$ cat src/rtl/imem_load_ctrl.sv
// Instruction-memory boot/reload controller: streams program words into consecutive
// word addresses, holds the core in reset until a full image is loaded, decodes fetch PCs.
module imem_load_ctrl #(
    parameter int ADDR_W = 4,
    parameter int DATA_W = 32,
    parameter int PC_W   = 64
) (
    input  logic              clk,
    input  logic              rst,
    input  logic              start_load,
    input  logic              ld_valid,
    input  logic [DATA_W-1:0] ld_data,
    input  logic              ld_last,
    output logic              ld_ready,
    output logic              mem_we,
    output logic [ADDR_W-1:0] mem_waddr,
    output logic [DATA_W-1:0] mem_wdata,
    input  logic [PC_W-1:0]   fetch_pc,
    output logic [ADDR_W-1:0] mem_raddr,
    output logic              fetch_fault,
    output logic              core_hold,
    output logic              load_done,
    output logic              load_error,
    output logic [ADDR_W:0]   word_count
);

    typedef enum logic [1:0] {
        IDLE,
        LOAD,
        RUN,
        ERR
    } state_t;

    state_t          state, state_nxt;
    logic [ADDR_W:0] count_nxt;
    logic            accept;
    logic            at_last_idx;

    always_ff @(posedge clk or negedge rst) begin
        if (!rst) begin
            state      <= IDLE;
            word_count <= '0;
        end else begin
            state      <= state_nxt;
            word_count <= count_nxt;
        end
    end

    // word_count stays below DEPTH while in LOAD, so the low bits are the write index
    assign accept      = ld_valid && (state == LOAD);
    assign at_last_idx = (word_count[ADDR_W-1:0] == '1);

    always_comb begin
        state_nxt = state;
        count_nxt = word_count;
        unique case (state)
            IDLE, RUN, ERR: begin
                if (start_load) begin
                    state_nxt = LOAD;
                    count_nxt = '0;
                end
            end
            LOAD: begin
                if (accept) begin
                    count_nxt = word_count + (ADDR_W+1)'(1);
                    if (ld_last)
                        state_nxt = RUN;
                    else if (at_last_idx)
                        state_nxt = ERR;
                end
            end
            default: state_nxt = IDLE;
        endcase
    end

    always_comb begin
        ld_ready   = (state == LOAD);
        core_hold  = (state != RUN);
        load_done  = (state == RUN);
        load_error = (state == ERR);
        mem_we     = accept;
        mem_waddr  = word_count[ADDR_W-1:0];
        mem_wdata  = ld_data;
    end

    assign mem_raddr   = fetch_pc[ADDR_W+1:2];
    assign fetch_fault = (state != RUN) || (fetch_pc[1:0] != 2'b00)
                       || (|fetch_pc[PC_W-1:ADDR_W+2]);

endmodule

$ cat config.mk
export PLATFORM = sky130hd
export DESIGN_NAME = imem_load_ctrl
export DESIGN_NICKNAME = d
export VERILOG_FILES = /design/src/rtl/imem_load_ctrl.sv
export SDC_FILE = /design/constraint.sdc
export NUM_CORES = 1
export LEC_CHECK = 0
export ABC_AREA = 1
export ABC_CLOCK_PERIOD_IN_PS = 1600
export BUFFER_PORTS_ARGS = -buffer_cell sky130_fd_sc_hd__clkbuf_2
export CAP_MARGIN = 5
export CORE_ASPECT_RATIO = 2
export CORE_UTILIZATION = 28
export DETAILED_ROUTE_END_ITERATION = 7
export GPL_TIMING_DRIVEN = 0
export PLACE_DENSITY = 0.79
export RECOVER_POWER = 50
export SLEW_MARGIN = 15
export SYNTH_ARGS = -nofsm -noshare
export SYNTH_HDL_FRONTEND = slang
export SYNTH_SLANG_ARGS = --single-unit
$ cat constraint.sdc
create_clock -name clk -period 1.6 [get_ports clk]
set_input_delay 0.24 -clock clk [delete_from_list [all_inputs] [get_ports clk]]
set_output_delay 0.24 -clock clk [all_outputs]
set_load 0.1 [all_outputs]
Yosys cells after proc, flatten, opt, wreduce, memory -nomap -nowiden

Index checks and enable logic that the tools add are counted.

Add/subtract/negate cells: 1
Equal/unequal tests: 8
Multiplexer cells: 8
Reductions and logical operators: 9

Operators with widths:

| kind                  | count |
|---|---|
| $reduce_or A58 Y1     | 1 |
| $mux W5               | 2 |
| $pmux W5 S2           | 1 |
| $mux W2               | 4 |
| $add A5 B1 Y5 const B | 1 |
| $eq A2 B2 Y1 const B  | 2 |
| $eq A4 B4 Y1 const B  | 1 |
| $ne A2 B2 Y1 const B  | 2 |
| $pmux W2 S2           | 1 |
| $ne A3 B2 Y1 const B  | 1 |
| $reduce_and A3 Y1     | 1 |
| $reduce_or A3 Y1      | 1 |
| $eq A2 B1 Y1 const B  | 1 |
| $logic_not A2 Y1      | 1 |
| $logic_or A1 B1 Y1    | 2 |
| $ne A2 B1 Y1 const B  | 1 |
| $reduce_and A2 Y1     | 1 |
| $reduce_bool A2 Y1    | 1 |
| $logic_and A1 B1 Y1   | 1 |

Register bits after elaboration: 7
Input port bits: 101
Output and inout bits: 51

Longest topological paths before layout

Gate-level depths: netlist of the first run.

Word-level depth: 5
Depth in mapped cells: 7
Mapped depth without buffers: 7

Worst setup path before layout of the first run

OpenSTA, ideal clock, no wires.

Path type: flip-flop to output port
From: reg state[1]
To: out fetch_fault
Data arrival time: 2.014 ns
Data required time: 1.360 ns
Slack: -0.654 ns
Cell stages (with the launch flop): 6
Path buffers: 0
Path through: dfrtp_1 nand2_1 nor2_1 nand2_1 nor2_1 nand2_1

Longest elaborated chain between the ends: 3

Ends and longest elaborated chain:

| item                     | RTL line | source |
|---|---|---|
| start: declaration       | 34       | `state_t state, state_nxt;` |
| start signal: assignment | 44       | `state <= state_nxt;` |
| $ne A2 B2 Y1             | --       |  |
| net core_hold            | 21       | `output logic core_hold,` |
| $logic_or A1 B1 Y1       | 87       | `assign fetch_fault = (state != RUN) \|\| (fetch_pc[1:0] != 2'b00)` |
| $logic_or A1 B1 Y1       | 88       | `\|\| (\|fetch_pc[PC_W-1:ADDR_W+2]);` |
| end: declaration         | 20       | `output logic fetch_fault,` |

The timed path passes the listed nets, and every way through them passes these cells.

Final worst setup path of the first run

From: reg state[1]
To: out ld_ready

Longest elaborated chain between the ends: 1

Ends and longest elaborated chain:

| item             | RTL line | source |
|---|---|---|
| $eq A2 B1 Y1     | 77       | `ld_ready = (state == LOAD);` |
| end: declaration | 14       | `output logic ld_ready,` |

Every way passes these cells.

==> run_results.csv, run 1 <==
group,metric,value,unit
route,vias,1270,
sta,rsz0062_at_grt,"yes",
pwr,p_int,0.800,mW
setup_path,crit_fanout,5,
sta,setup_violations,0,
place,placed_cells,295,
route,wl_per_cell,9.15,µm
pwr,irDropWorstVdd,1.20,mV
clock_tree,cts_tree,"built",
setup_path,path_class,"reg -> out",
floorplan,die_w,42.5,µm
synthesis,ys_ff_latch,7,
run_status,status,"complete, no violations",
synthesis,synth_area_per_cell,6.16,µm²
sta,worst_pin_slew,1.16,ns
layout,drive_gt1_share,62.6,%
synthesis,yosys_warnings,0,
route,firstDrtPassIters,3,
floorplan,rows,29,
global_routing,track_usage,14.8,%
clock_tree,htree_levels,1,
layout,final_area,1650,µm²
clock_tree,path_clk_slew,0.04,ns
route,wirelength,2.75,mm
job,max_cap_viol_count,0,
pwr,p_sw_share,67.2,%
layout,syn2layout_area_growth,79.7,%
place,gp_congestion,0.709,
layout,multi_input_area,435,µm²
setup_path,path_cells,"nor2_4 > clkbuf_2",
synthesis,synth_area,918,µm²
synthesis,synth_seq_area_share,19.1,%
place,io_buffers,115,
setup_path,worstPathRequired,1.36,ns
global_routing,grt.overflow.total,0,
layout,fillers,314,
floorplan,ios,152,
pwr,finalPower,2.44,mW
place,dpl_cell_area,1560,µm²
layout,mostFrequentLayoutCells,"102 x clkbuf_2, 40 x nor2_1, 27 x nand2_1",
layout,final_common_cell,"clkbuf_2",
setup_path,critPathCaptureType,"output port",
sta,drv_slew,0,
place,dp_hpwl,2.53,mm
clock_tree,cts_sinks,7,
global_routing,antenna_found_initial,0,
synthesis,synth_area_leaders,"buf_4 33%, dfrtp_1 19%, nor2_1 17%",
synthesis,yosysTopAreaCellShare,32.7,%
setup_path,crit_arrival,1.33,ns
setup_path,crit_family,"buffers and inverters",
pwr,p_leak,0.970,nW
sta,fmax,638,MHz
layout,final-instance-count-excl-fill,301,
sta,skew,0.00336,ns
setup_path,cp-start-kind,"flop",
clock_tree,cts_buffer_depth,2,
synthesis,synth_cell_types,15,
global_routing,grt_pass1_wl,4.01,mm
sta,worst_slack,0.0337,ns
global_routing,grt_max_degree,11,
floorplan,die_h,83.0,µm
route,vias_per_cell,4.22,
pwr,clkPwrFrac,10.5,%
floorplan,dieArea,3530,µm²
synthesis,yosysTopAreaCell,"buf_4",
pwr,p_switching,1.64,mW
global_routing,grt_pass1_vias,1035,
sta,period_share,97.9,%
pwr,power.density,1480,nW/µm²
synthesis,synth_fp_nets,251,
setup_path,crit_path_top_delay_cell,"clkbuf_2",
sta,maxSlewHeadroom,23.1,%
layout,layout.area.seq,181,µm²
pwr,seq_power_share,13.1,%
setup_path,critPathBufInv,1,
clock_tree,insertion_delay,0.23,ns
synthesis,synthCells,149,
clock_tree,root_buffer,"clkbuf_8",
setup_path,critPathMaxStageDelay,0.48,ns
route,drt_iter0_markers,4,
sta,finalCriticalPeriod,1.57,ns
layout,antennaDiodeCount,0,
clock_tree,numCtsBuffers,3,
floorplan,core,3160,µm²
route,drc,0,
place,dp_slack,0.00646,ns
pwr,comb_power_share,76.5,%
layout,layout.nets,373,
route,final_antenna_net_count,0,
floorplan,start_util,29.1,%
sta,finalHoldViolCount,0,
min_path,hold_class,"in -> reg",
## cell usage after synthesis
library cell	number
nor2_1	42
o21ai_1	6
dfrtp_1	7
xnor2_1	1
nand2_1	30
ha_1	1
inv_2	3
nand3_1	6
inv_1	5
nor2_2	1
buf_4	40
nand2_4	1
nor2_4	1
a21boi_0	1
nand2_2	4
## power by group through the flow
stage / clock network, mW / logic (mW) / registers (mW)
finish: 0.255 / 1.87 / 0.319
global route: 0.273 / 1.93 / 0.329
CTS: 0.260 / 1.88 / 0.319
detailed placement: 0 / 1.83 / 0.328
global placement: 0 / 1.81 / 0.327
floorplan: 0 / 1.35 / 0.520
## flip-flops by register name (all words and copies together), names as in the netlist
signal	flops
word_count	5
state	2
## per-stage QoR
| step | utilization [%] | hold slack (ns) | setup TNS, ns |
|---|---|---|---|
| 2_1_floorplan | - | -0.0556 | -0.0979 |
| 3_3_place_gp | 49.4 | 0.0837 | 0 |
| 3_5_place_dp | 49.4 | 0.0909 | 0 |
| 4_1_cts | 52.4 | 0.349 | 0 |
| 5_1_grt | 52.3 | 0.379 | -0.0330 |
| 6_report | 52.3 | 0.343 | 0 |
## worst reg2reg max path: cells and delay by family, from the launching register on
kind	cells	cell delay, ns
and+or+nand+nor	4	0.41
AOI/OAI and AO/OA	1	0.07
DFF	1	0.43
adders and majority gates	1	0.24
## final cells by class
class                   count  share of cell area (%)
repair buffers            117                    36.8
multi-input cells          94                    26.4
plain buffers              40                    18.2
flip-flops and latches      7                    11.0
clock buffers               4                    2.73
inverters                   8                    2.50
well taps                  31                    2.35
## final timing paths
kind,slack (ns),cells after the start,to,from
max in group asynchronous,0.80,2,word_count[0],rst
max reg2reg,0.37,6,state[0],word_count[0]
max,0.03,2,ld_ready,state[1]
min in group asynchronous,0.47,2,state[0],rst
min reg2reg,0.51,1,word_count[0],word_count[0]
min,0.34,4,state[0],ld_last
## logic make-up (layout without fill, tap and decap cells)
| family | Yosys count | in the layout | share of synthesized area [%] |
|---|---|---|---|
| buf+inv | 48 | 169 | 36.0 |
| simple gates | 85 | 85 | 38.6 |
| fa+ha+maj | 1 | 1 | 1.36 |
| flops | 7 | 7 | 19.1 |
| compound gates | 7 | 7 | 4.09 |
| xor+xnor | 1 | 1 | 0.954 |
## metal layers
layer	global-route usage (%)	wire length (µm)	vias up
li1	-	-	655
met1	11.5	800	503
met2	28.3	1420	108
met3	6.52	480	4
met4	7.67	51	0
met5	0	0	-
## timing repair
action	4_1_cts	5_1_grt
buffers inserted	1	0
endpoints found under the hold margin	7	0
pin swaps	2	2
endpoints found under the setup margin	3	1
gates resized for setup	7	3
hold buffers	1	0
Power figures use the tool's default switching activity.
==> inputs of run 2 (changes only) <==
ABC_AREA = unset   (was 1)
ABC_CLOCK_PERIOD_IN_PS = unset   (was 1600)
CORE_AREA = 2 2 60 62   (was unset)
CORE_ASPECT_RATIO = unset   (was 2)
CORE_UTILIZATION = unset   (was 28)
DIE_AREA = 0 0 62 64   (was unset)
PLACE_DENSITY = 0.74   (was 0.79)
==> run 2 against run 1 <==
The flow now finishes with violations (negative setup slack). Non-clock buffer count rose by 3. Clock-buffer cell count is the same. Sequential share of layout area grew 0.71 points. Utilization shrank 5.1 points. Global-route usage decreased by 2.6 points. Register-to-register slack lost 0.05 ns. Combinational power shrank 27%. Total power decreased by 26%. Critical path type unchanged.
==> run_results.csv, run 2 <==
group,metric,value,unit
run_status,status,"finished with violations",
run_status,failed_checks,"negative setup slack",
floorplan,die_h,64,µm
route,drt_iter0_markers,13,
synthesis,yosysTopAreaCellShare,38.0,%
layout,drive_gt1_share,79.0,%
sta,rsz0062_at_grt,"yes",
sta,worst_pin_slew,1.16,ns
pwr,clkPwrFrac,8.7,%
setup_path,cp-start-kind,"flop",
floorplan,die_w,62,µm
synthesis,synth_seq_area_share,22.2,%
pwr,irDropWorstVdd,1.35,mV
pwr,comb_power_share,75.8,%
clock_tree,root_buffer,"clkbuf_4",
global_routing,grt.overflow.total,0,
synthesis,yosys.area_share.xor_xnor,0,%
clock_tree,path_clk_slew,0.05,ns
pwr,p_int,0.612,mW
pwr,seq_power_share,15.4,%
sta,setup_violations,1,
place,gp_congestion,0.739,
synthesis,synth_top_family_by_area,"buffers and inverters",
clock_tree,insertion_delay,0.25,ns
layout,final_common_cell,"clkbuf_2",
sta,fmax,558,MHz
floorplan,rows,21,
pwr,p_sw_share,66.2,%
sta,worst_slack,-0.191,ns
setup_path,cp-startpoint,"state[1]",
sta,tns,-0.191,ns
global_routing,grt_pass1_vias,943,
route,drc,0,
pwr,power.density,1170,nW/µm²
synthesis,synth_area,790,µm²
synthesis,synth_ff_type,"dfrtp_1",
min_path,whs_path_depth,2,
place,dp_hpwl,2.55,mm
route,vias_per_cell,4.08,
sta,drv_slew,0,
synthesis,postSynth.asyncResetShare,100,%
synthesis,synth_commonest_cells,"40 x buf_4, 11 x nor4_1, 7 x dfrtp_1",
clock_tree,cts_buffer_depth,2,
synthesis,synth_area_per_cell,8.31,µm²
layout,largest-register,"word_count",
synthesis,synthAdderAreaFrac,1.58,%
global_routing,grt_pass1_wl,3.72,mm
route,final_antenna_net_count,0,
layout,mostFrequentLayoutCells,"105 x clkbuf_2, 28 x clkbuf_4, 23 x buf_4",
setup_path,critPathCaptureType,"output port",
global_routing,track_usage,12.2,%
setup_path,crit_arrival,1.55,ns
synthesis,synth_fp_nets,197,
setup_path,critPathMaxStageDelay,0.44,ns
sta,finalCriticalPeriod,1.79,ns
place,placed_cells,256,
route,firstDrtPassIters,4,
floorplan,dieArea,3970,µm²
layout,final-instance-count-excl-fill,265,
setup_path,path_class,"reg -> out",
setup_path,crit_family,"simple AND/OR/NAND/NOR gates",
place,io_buffers,115,
setup_path,r2r-start,"state[1]",
synthesis,yosys_warnings,0,
layout,largest_register_ffs,5,
layout,fillers,335,
synthesis,synthCells,95,
floorplan,core,3280,µm²
job,max_cap_viol_count,0,
pwr,p_switching,1.20,mW
route,vias,1080,
synthesis,synth-compound-area-share,3.49,%
sta,finalHoldViolCount,0,
sta,period_share,112,%
layout,antennaDiodeCount,0,
sta,maxSlewHeadroom,23.2,%
setup_path,rr_worst_depth,6,
synthesis,muxShareOfSynthArea,3.80,%
pwr,p_leak,0.882,nW
clock_tree,cts_tree,"built",
clock_tree,htree_levels,1,
route,wl_per_cell,10.7,µm
route,wirelength,2.83,mm
synthesis,yosysTopAreaCell,"buf_4",
synthesis,synth_area_leaders,"buf_4 38%, dfrtp_1 22%, nor4_1 8.7%",
global_routing,antenna_found_initial,0,
layout,reg.largest.list,"word_count: 5 flops, state: 2 flops",
floorplan,ios,152,
setup_path,r2r_slack,0.32,ns
clock_tree,cts_sinks,7,
layout,layout.nets,322,
synthesis,synth-edff-count,0,
min_path,hold_class,"in -> reg",
setup_path,crit_fanout,3,
setup_path,critPathBufInv,2,
setup_path,crit_cells,5,
clock_tree,numCtsBuffers,3,
setup_path,worstPathRequired,1.36,ns
layout,syn2layout_area_growth,96.4,%
setup_path,r2r_end,"word_count[2]",
synthesis,synth_most_common_cell,"buf_4",
setup_path,crit_path_top_delay_cell,"or4_4",
setup_path,crit_end,"fetch_fault",
global_routing,grt_max_degree,8,
synthesis,synth_cell_types,21,
floorplan,start_util,24.0,%
sta,skew,0.00189,ns
setup_path,path_cells,"inv_2 > nor2_4 > nand4_1 > or4_4 > clkbuf_16",
synthesis,ys_ff_latch,7,
synthesis,post_synth_and_or_nand_nor_area_fraction,29.5,%
==> run 2: changes by cell type in the layout (fill, tap and decap cells not counted), sizes merged, moves of 2 or more <==
cell | before | now
nor2 | 44 | 3
a21oi | 0 | 2
nand2 | 35 | 5
mux2i | 0 | 3
nor4 | 0 | 15
inv | 7 | 2
nand4 | 0 | 6
o21ai | 6 | 1
buf | 30 | 23
nand3 | 6 | 2
clkbuf | 130 | 140
==> run 2: layout make-up <==
| type | count | area [µm²] | share of cell area, % |
|---|---|---|---|
| multi-input cells | 45 | 320 | 20.7 |
| well taps | 46 | 57.6 | 3.71 |
| inverters | 3 | 15.0 | 0.969 |
| plain buffers | 40 | 300 | 19.4 |
| repair buffers | 120 | 649 | 41.9 |
| flip-flops and latches | 7 | 181 | 11.7 |
| clock buffers | 4 | 26.3 | 1.69 |
==> run 2: cell families (layout without fill, tap and decap cells) <==
kind of cell,Yosys count,in the layout
flip-flops,7,7
AND/OR/NAND/NOR,36,36
AO/OA/AOI/OAI,5,5
adder cells (fa/ha/maj),1,1
buffers and inverters,43,167
multiplexers,3,3
==> run 2: worst register-to-register path, cell delays in order (launching register included) <==
cell and delay, ns:
dfrtp_1 0.40, buf_4 0.14, buf_4 0.13, nor2b_2 0.11
nand2b_1 0.21, a21oi_1 0.10, mux2i_1 0.12
==> run 2: repair_timing <==
item	in CTS	in global routing
hold buffers	1	0
pin swaps	1	0
setup buffers	3	1
setup endpoints to repair	2	2
gates resized for setup	10	4
hold endpoints to repair	7	0
==> run 2: stage by stage <==
stage / power, mW / setup WS, ns / instance area (µm²) / utilization (%) / hold slack (ns)
floorplan: 1.40 / -0.340 / 810 / - / -0.0556
global route: 1.89 / -0.244 / 1550 / 47.2 / 0.197
global placement: 1.62 / -0.300 / 1440 / 43.9 / 0.0844
detailed placement: 1.63 / -0.308 / 1440 / 43.9 / 0.0939
finish: 1.81 / -0.191 / 1550 / 47.2 / 0.182
CTS: 1.82 / -0.203 / 1540 / 46.9 / 0.175
==> run 2: worst min-delay path by stage <==
stage / start / endpoint
after detailed placement: rst / word_count[4]
after floorplan: rst / state[0]
after global routing: ld_last / state[0]
final: ld_last / state[0]
after global placement: rst / word_count[4]
after CTS: ld_last / state[0]
==> run 2: metal layers <==
metal / track usage, % / vias to the layer above / wire (µm)
li1: - / 549 / -
met1: 11.3 / 457 / 926
met2: 24.6 / 74 / 1590
met3: 1.21 / 0 / 305
met4: 5.05 / 0 / 0
met5: 0 / - / 0
==> run 2: power groups by stage <==
stage | Clock (mW) | Sequential (mW) | Combinational, mW
CTS | 0.164 | 0.279 | 1.38
finish | 0.158 | 0.280 | 1.37
floorplan | 0 | 0.487 | 0.911
global placement | 0 | 0.280 | 1.34
detailed placement | 0 | 0.282 | 1.34
global route | 0.173 | 0.290 | 1.42
